**config.mk**
```make
export PLATFORM = sky130hd
export DESIGN_NAME = mul32_seq
export DESIGN_NICKNAME = d
export VERILOG_FILES = /design/src/rtl/mul32_seq.sv
export SDC_FILE = /design/constraint.sdc
export NUM_CORES = 1
export LEC_CHECK = 0
export CAP_MARGIN = 5
export CORE_MARGIN = 2
export CORE_UTILIZATION = 58
export DETAILED_ROUTE_END_ITERATION = 10
export PLACE_DENSITY = 0.88
export SYNTH_ARGS = -nofsm -noshare
export SYNTH_HDL_FRONTEND = slang
export SYNTH_SLANG_ARGS = --single-unit
```
**constraint.sdc**
```tcl
create_clock -name clock_i -period 9 [get_ports clock_i]
set_input_delay 2.25 -clock clock_i [delete_from_list [all_inputs] [get_ports clock_i]]
set_output_delay 2.25 -clock clock_i [all_outputs]
set_load 0.05 [all_outputs]
```
**src/rtl/mul32_seq.sv**
```systemverilog
// mul32_seq: 32x32 multiply sequenced as four 18x18 signed partial products on one mul_18x18.
// Optional build macro MUL32_SKIP_HH_EN: omit aH*bH and zero result[63:32] when want_high_i=0.
module mul32_seq #(
    parameter int MUL_LAT = 1
) (
    input  logic        clock_i,
    input  logic        reset_n_i,
    input  logic        in_valid_i,
    output logic        in_ready_o,
    input  logic [31:0] op_a_i,
    input  logic [31:0] op_b_i,
    input  logic        a_signed_i,
    input  logic        b_signed_i,
    input  logic        want_high_i,
    output logic        out_valid_o,
    input  logic        out_ready_i,
    output logic [63:0] result_o,
    output logic [17:0] mul_a_o,
    output logic [17:0] mul_b_o,
    input  logic [35:0] mul_p_i
);
    // state   | meaning
    // S_IDLE  | ready for a request
    // S_ISSUE | one partial product per cycle sent to the multiplier
    // S_DRAIN | waiting for outstanding products to return
    // S_DONE  | result valid, held until consumed
    localparam logic [1:0] S_IDLE  = 2'd0;
    localparam logic [1:0] S_ISSUE = 2'd1;
    localparam logic [1:0] S_DRAIN = 2'd2;
    localparam logic [1:0] S_DONE  = 2'd3;
    localparam int TW = MUL_LAT + 1;

    logic [1:0]    state_q, state_d;
    logic [31:0]   a_q, a_d, b_q, b_d;
    logic          sa_q, sa_d, sb_q, sb_d;
    logic          skip_q, skip_d;
    logic [1:0]    iss_cnt_q, iss_cnt_d;
    logic [17:0]   mul_a_q, mul_a_d, mul_b_q, mul_b_d;
    logic [TW-1:0] tag_vld_q, tag_vld_d;
    logic [1:0]    tag_k_q [TW];
    logic [1:0]    tag_k_d [TW];
    logic [63:0]   acc_q, acc_d;

    logic          skip_req;
    logic [1:0]    last_k;
    logic [17:0]   a_lo, a_hi, b_lo, b_hi;
    logic [63:0]   p_ext, p_shf;

`ifdef MUL32_SKIP_HH_EN
    assign skip_req = ~want_high_i;
`else
    logic unused_want_high;
    assign unused_want_high = want_high_i;
    assign skip_req         = 1'b0;
`endif

    assign last_k = skip_q ? 2'd2 : 2'd3;

    assign a_lo = {2'b00, a_q[15:0]};
    assign a_hi = {{2{sa_q & a_q[31]}}, a_q[31:16]};
    assign b_lo = {2'b00, b_q[15:0]};
    assign b_hi = {{2{sb_q & b_q[31]}}, b_q[31:16]};

    // Tag at the last pipe stage identifies the product currently on mul_p_i.
    assign p_ext = {{28{mul_p_i[35]}}, mul_p_i};
    always_comb begin
        p_shf = p_ext << 16;
        case (tag_k_q[MUL_LAT])
            2'd0:    p_shf = p_ext;
            2'd3:    p_shf = p_ext << 32;
            default: p_shf = p_ext << 16;
        endcase
    end

    always_comb begin
        state_d   = state_q;
        a_d       = a_q;
        b_d       = b_q;
        sa_d      = sa_q;
        sb_d      = sb_q;
        skip_d    = skip_q;
        iss_cnt_d = iss_cnt_q;
        mul_a_d   = mul_a_q;
        mul_b_d   = mul_b_q;
        acc_d     = acc_q;
        tag_vld_d = {tag_vld_q[TW-2:0], 1'b0};
        tag_k_d[0] = iss_cnt_q;
        for (int i = 1; i < TW; i++) begin
            tag_k_d[i] = tag_k_q[i-1];
        end

        if (tag_vld_q[MUL_LAT]) begin
            acc_d = acc_q + p_shf;
        end

        case (state_q)
            S_IDLE: begin
                if (in_valid_i) begin
                    a_d       = op_a_i;
                    b_d       = op_b_i;
                    sa_d      = a_signed_i;
                    sb_d      = b_signed_i;
                    skip_d    = skip_req;
                    acc_d     = 64'd0;
                    iss_cnt_d = 2'd0;
                    state_d   = S_ISSUE;
                end
            end
            S_ISSUE: begin
                mul_a_d      = iss_cnt_q[1] ? a_hi : a_lo;
                mul_b_d      = iss_cnt_q[0] ? b_hi : b_lo;
                tag_vld_d[0] = 1'b1;
                iss_cnt_d    = iss_cnt_q + 2'd1;
                if (iss_cnt_q == last_k) begin
                    iss_cnt_d = 2'd0;
                    state_d   = S_DRAIN;
                end
            end
            S_DRAIN: begin
                if (tag_vld_q[MUL_LAT] && (tag_k_q[MUL_LAT] == last_k)) begin
                    state_d = S_DONE;
                end
            end
            S_DONE: begin
                if (out_ready_i) begin
                    state_d = S_IDLE;
                end
            end
            default: state_d = S_IDLE;
        endcase
    end

    always_ff @(posedge clock_i or negedge reset_n_i) begin
        if (!reset_n_i) begin
            state_q   <= S_IDLE;
            a_q       <= '0;
            b_q       <= '0;
            sa_q      <= 1'b0;
            sb_q      <= 1'b0;
            skip_q    <= 1'b0;
            iss_cnt_q <= '0;
            mul_a_q   <= '0;
            mul_b_q   <= '0;
            tag_vld_q <= '0;
            acc_q     <= '0;
            for (int i = 0; i < TW; i++) begin
                tag_k_q[i] <= '0;
            end
        end else begin
            state_q   <= state_d;
            a_q       <= a_d;
            b_q       <= b_d;
            sa_q      <= sa_d;
            sb_q      <= sb_d;
            skip_q    <= skip_d;
            iss_cnt_q <= iss_cnt_d;
            mul_a_q   <= mul_a_d;
            mul_b_q   <= mul_b_d;
            tag_vld_q <= tag_vld_d;
            acc_q     <= acc_d;
            for (int i = 0; i < TW; i++) begin
                tag_k_q[i] <= tag_k_d[i];
            end
        end
    end

    assign in_ready_o  = (state_q == S_IDLE);
    assign out_valid_o = (state_q == S_DONE);
    assign result_o    = skip_q ? {32'd0, acc_q[31:0]} : acc_q;
    assign mul_a_o     = mul_a_q;
    assign mul_b_o     = mul_b_q;

endmodule

```
# Word level (Yosys, flattened, before mapping)

Cells that the tools add are included.

Bits in registers: 176
Input port bits: 107
Output and inout bits: 102
Logic and storage cells: 47

Add/subtract/negate cells: 2
Equal/unequal tests: 9
Mux-type cells: 15
Bitwise operators: 2
Reductions and logical operators: 7

Operators by type and width:

| kind                                                  | number |
|---|---|
| 2-to-1 mux 64 bit                                     | 3 |
| case mux 64 bit (2 select lines)                      | 1 |
| adder 64 bit                                          | 1 |
| 2-to-1 mux 18 bit                                     | 2 |
| 2-to-1 mux 2 bit                                      | 6 |
| == test 2 bit, second input constant                  | 4 |
| case mux 2 bit (4 select lines)                       | 1 |
| inequality test 2 bit, second input constant          | 3 |
| zero test 2 bit                                       | 2 |
| case mux 2 bit (2 select lines)                       | 1 |
| AND reduction 2 bit                                   | 2 |
| AND reduction 4 bit                                   | 1 |
| adder 2 x 1 -> 2 bit, second input constant           | 1 |
| AND 1 bit                                             | 2 |
| == test 2 x 1 -> 1 bit, second input constant         | 1 |
| inequality test 2 x 1 -> 1 bit, second input constant | 1 |
| nonzero test 2 bit                                    | 1 |
| logical AND 1 bit                                     | 1 |
| 2-to-1 mux 1 bit                                      | 1 |

# Longest topological paths before layout

Depth after elaboration: 6
Depth in mapped cells: 19
Gate-level depth less buffers: 16

# Worst setup path before layout

No wires, ideal clock.

Path kind: input port to flip-flop
Start: in mul_p_i[35]
End: reg acc_q[61]
Setup time: 0.078 ns
Arrival: 4.991 ns
Required time: 8.922 ns
Slack: 3.931 ns
Stages: 15
Path buffers: 2
Cells stage by stage: a21o_1 clkbuf_1 a21oi_1 a21oi_1 ha_1 buf_2 nand4_1 or2_1 or3_1 nor3_2 a21oi_4 o31ai_4 a41oi_2 xor2_1 a21oi_1

Longest elaborated chain between the ends: 5

RTL lines:

| what                                 | RTL line | RTL |
|---|---|---|
| start, declared                      | 20       | `input logic [35:0] mul_p_i` |
| case mux 64 bit (2 select lines) (*) | 68       | `case (tag_k_q[MUL_LAT])` |
| adder 64 bit (*)                     | 93       | `acc_d = acc_q + p_shf;` |
| 2-to-1 mux 64 bit (*)                | 92       | `if (tag_vld_q[MUL_LAT]) begin` |
| 2-to-1 mux 64 bit                    | 98       | `if (in_valid_i) begin` |
| 2-to-1 mux 64 bit (*)                | 96       | `case (state_q)` |
| named net acc_d[61]                  | 42       | `logic [63:0] acc_q, acc_d;` |
| end signal, assigned                 | 145      | `acc_q <= '0;` |
| end signal, assigned                 | 160      | `acc_q <= acc_d;` |
| end, declared                        | 42       |  |

The timed path passes the listed nets; every way through them passes the cells marked *.
A chain may end at the register's enable or synchronous reset.

# Worst setup path in the final report

Start: in mul_p_i[35]
End: reg acc_q[63]

The elaborated chain is that of the path after synthesis.

==> summary.md <==
| Metric | Value |
|---|---|
| Crit-path leading delay family | compound AO/OA/AOI/OAI gates |
| Synth Area in Adders | 0.0786 |
| IO Port Bufs | roughly 210 |
| Top-count cell post-synth | nand2_1 |
| Overall routing resource usage | 0.335 |
| TritonCTS clock tree | done |
| RSZ-0062 raised after global routing | false |
| Syn Std Cell Area | around 0.011 mm² |
| Simple-gate share of the synthesized area | 0.192 |
| Max clock buf depth | 2 |
| Root cell of the clock tree | clkbuf_16 |
| Area contributors post-synth | dfrtp_1 (38%), nand2_1 (9.0%), ha_1 (7.7%), a21oi_1 (7.1%), mux2i_1 (6.6%) |
| Run status | complete, no violations |
| WL final | 34300 µm |
| R2R depth | 18 |
| Syn_nets | about 1500 |
| Post-synth cell types | a little under 70 |
| Core ar. | 0.0194 mm² |
| Post-synth EDFFs | 0 |
| Biggest area consumer among synthesized cells | dfrtp_1 |
| Final Hold Fails | 0 |
| Yosys Warn Count | 0 |
| Clk slew on worst S/H paths | ~90 ps |
| Worst-Skew Late Latency | 440 ps |
| First-pass DRT Iterations | 5 |
| Largest net degree at the start of global routing | just over 100 |
| CP endpoint | acc_q[63] |
| TritonCTS sink count | ~170 |
| Min Clock Period, post-route | ~5900 ps |
| Fraction of final layout cells sized beyond drive strength 1 | 0.0447 |
| Crit path buf inv count | 1 |
| H-tree depth | 4 |
| Worst Hold Class | register to register |
| Height of the die | 144 µm |
| Pleak | around 6.9 nW |
| Die ar. | 0.0208 mm² |
| Setup-failing EPs final | 0 |
| CP startpoint kind | primary input |
| Switching pwr | 0.000474 W |
| Die extent in x | between 100 and 150 µm |
| Ys flop type | dfrtp_1 |
| Clock skew | between 15 and 20 ps |
| Critical Path Slowest Stage Cell | clkdlybuf4s50_1 |
| Max layer used | met4 |
| Largest family of logic cells by synthesized area | compound AO/OA/AOI/OAI gates |
| Initial antenna violation count | 0 |
| GPL Wtd Cong | about 0.95 |
| Syn Area/Cell | ~8.4 µm² |
| Initial Util | 0.588 |
| DP HPWL | approximately 25000 µm |
| Yosys top cell area share | 0.382 |
| Drt via density | about 5.9 |
| Critical Path Stages | 15 |
| R2r startpoint | tag_k_q[0] |
| Post-Synth XOR/XNOR Area | 0.0407 |
| CP cell instances | clkdlybuf4s50_1 -> a21o_1 -> a21oi_1 -> a21oi_1 -> ha_1 -> a21o_1 -> o21bai_1 -> a211oi_1 -> o21ai_0 -> a21boi_0 -> o211ai_1 -> o21bai_1 -> xnor2_1 -> o211ai_1 -> o31ai_1 |
| Clock buffer count from CTS | 17 |
| Fin nets | approximately 1700 |
| CP endpoint kind | register |
| Post-CTS resize count | 0 |
| Max-Slew Margin vs Limit | 0.309 |
| Setup TNS | 0 ps |
| Fillers | 1545 |
| Rows | just over 50 |
| Worst Path Arrival | 6240 ps |
| Post-CTS setup buffers | 0 |
| Met1 WL | about 14000 µm |
| WL met2 | 16100 µm |
| Worst-margin pin slew | roughly 1000 ps |
| Cell Pwr Density | between 100 and 150 mW/mm² |
| Max Slew Vio Count | 0 |
| Crit. Startpoint | mul_p_i[35] |
| Seq/Total Area, Yosys | 0.382 |
| Drt drc | 0 |
| Gate power share | 0.074 |
| Synth top cells by count | nand2_1 (274), dfrtp_1 (174), a21oi_1 (162) |
| Clk pwr share | 0.468 |
| Complex-gate fraction of the synthesized area | 0.198 |
| Via count | 10600 |
| ANT cells | 0 |
| R2R Setup Slk | ~4300 ps |
| First DRT Iteration DRCs | 886 |
| Number of global-route vias before repair | approximately 10000 |
| Largest fanout on the critical path | 16 |
| P_int | between 0.001 and 0.0015 W |
| Slowest stage delay, CP | a little under 600 ps |
| Total gr overflow | 0 |
| Sw Ratio | 0.278 |
| DR WL met3 | 2970 µm |
| Hold Buf Count CTS | 0 |
| WL per Instance | roughly 19 µm |
| Ys async rst share | 1.00 |
| Critical path required time | 9320 ps |
| Part of the power in registers | 0.458 |
| Post-synthesis mux area share | 0.0658 |
| Fin util | 0.731 |
| Synth Register Bits | 174 |
| First-pass GRT wire length | between 50000 and 60000 µm |
| Routed Antenna Nets | 0 |
| RR Endpoint | acc_q[50] |
| IO Pins | roughly 210 |
| Mapped Cells | between 1000 and 1500 |
| Max Freq | approximately 170 MHz |
| Fin crit share | 0.658 |
| Max-Cap Viols | 0 |
| Setup CP Type | primary input to register |
| Peak supply drop | around 0.00013 V |
| Area Growth Syn to Fin | 24.3% |
==> power groups by stage <==
stage	logic (W)	clock network [W]	registers (W)
2_1_floorplan	0.0000412	0	0.000797
3_3_place_gp	0.000124	0	0.000797
3_5_place_dp	0.000125	0	0.000797
4_1_cts	0.000126	0.000804	0.000781
5_1_grt	0.000136	0.000835	0.000781
6_report	0.000126	0.000798	0.000781
==> per-stage QoR <==
| stage | hold WS, ps | cell area (µm²) | worst slack [ps] | instances | power, W |
|---|---|---|---|---|---|
| final | 338 | 14200 | 3080 | 1785 | 0.00171 |
| after global routing | 357 | 14200 | 2910 | 1785 | 0.00175 |
| after CTS | 338 | 14200 | 3150 | 1785 | 0.00171 |
| after detailed placement | 336 | 13500 | 2720 | 1753 | 0.000921 |
| after global placement | 332 | 13500 | 2800 | 1753 | 0.000920 |
| after floorplan | 331 | 11400 | 3930 | 1359 | 0.000838 |
==> registers in the layout (all words and copies together), names as in the netlist <==
name,cells
mul_b_o,17
sb_q,1
b_q,32
acc_q,64
iss_cnt_q,2
tag_k_q,2
mul_a_o,17
tag_vld_q,2
sa_q,1
state_q,2
a_q,32
tag_k_d,2
==> layout by cell type (no fill, tap or decap), types with 3 or more instances in the layout <==
cell             count
buf_4               10
nor2_1             121
xor2_1              21
o211ai_1             6
dfrtp_1            173
a21o_1              35
and2_1              20
clkinv_8             6
nor3_2               3
inv_12               4
o21ai_1             15
nand3b_1             3
o21bai_1            13
or3_1                4
xnor2_1             32
ha_1                69
clkbuf_16           17
o31ai_1              4
nor3_1              11
nand2b_1             7
o21a_1              10
nand3_1             15
a22oi_1              6
inv_1               32
a21oi_1            162
nand4_1             26
o21ai_0             42
nand2_1            273
a31oi_1             10
a311oi_1             3
a211oi_1             8
a22o_1              15
clkdlybuf4s50_1    206
nor2b_1             10
mux2i_1             75
==> cell families after synthesis <==
family	after synthesis
xor gates and xnor gates	53
muxes	75
buffers and inverters	121
and+or+nand+nor	507
adders and majority gates	71
DFF	174
AOI/OAI and AO/OA	358
==> final cells by class <==
| type | count | area [µm²] | area share |
|---|---|---|---|
| tap | 265 | 332 | 0.0234 |
| inverter | 33 | 124 | 0.00874 |
| multi-input combinational | 1064 | 6580 | 0.464 |
| clock inverter | 15 | 220 | 0.0155 |
| timing repair buffer | 217 | 2150 | 0.152 |
| sequential | 174 | 4360 | 0.307 |
| clock buffer | 17 | 425 | 0.0300 |
==> worst register-to-register path, cell delays in order (launching register included) <==
cell and delay, ps:
dfrtp_1 370, inv_1 60, ha_1 280, buf_4 390, nor2b_1 90, buf_4 240
and2_1 210, ha_1 220, fa_1 450, a211oi_1 360, o211ai_1 170, nand3_1 210
a311o_1 220, a21oi_1 110, o31ai_2 410, o21bai_1 190, a21oi_1 200, mux2i_1 100
a311o_1 330
==> worst min path at each step <==
stage / startpoint / end / slack [ps] / depth (start not counted)
2_1_floorplan: tag_k_d[0] / tag_k_q[0] / 330 / 0
3_3_place_gp: tag_vld_q[0] / tag_vld_q[1] / 330 / 0
3_5_place_dp: tag_k_d[0] / tag_k_q[0] / 340 / 0
4_1_cts: tag_k_d[1] / tag_k_q[1] / 340 / 0
5_1_grt: tag_k_d[1] / tag_k_q[1] / 360 / 0
6_report: tag_k_d[1] / tag_k_q[1] / 340 / 0
==> layer usage <==
metal	vias up	track usage
met1	5051	0.443
met3	69	0.0791
li1	5017	-
met5	-	0
met4	0	0.114
met2	454	0.545
Power figures use the tool's default switching activity.
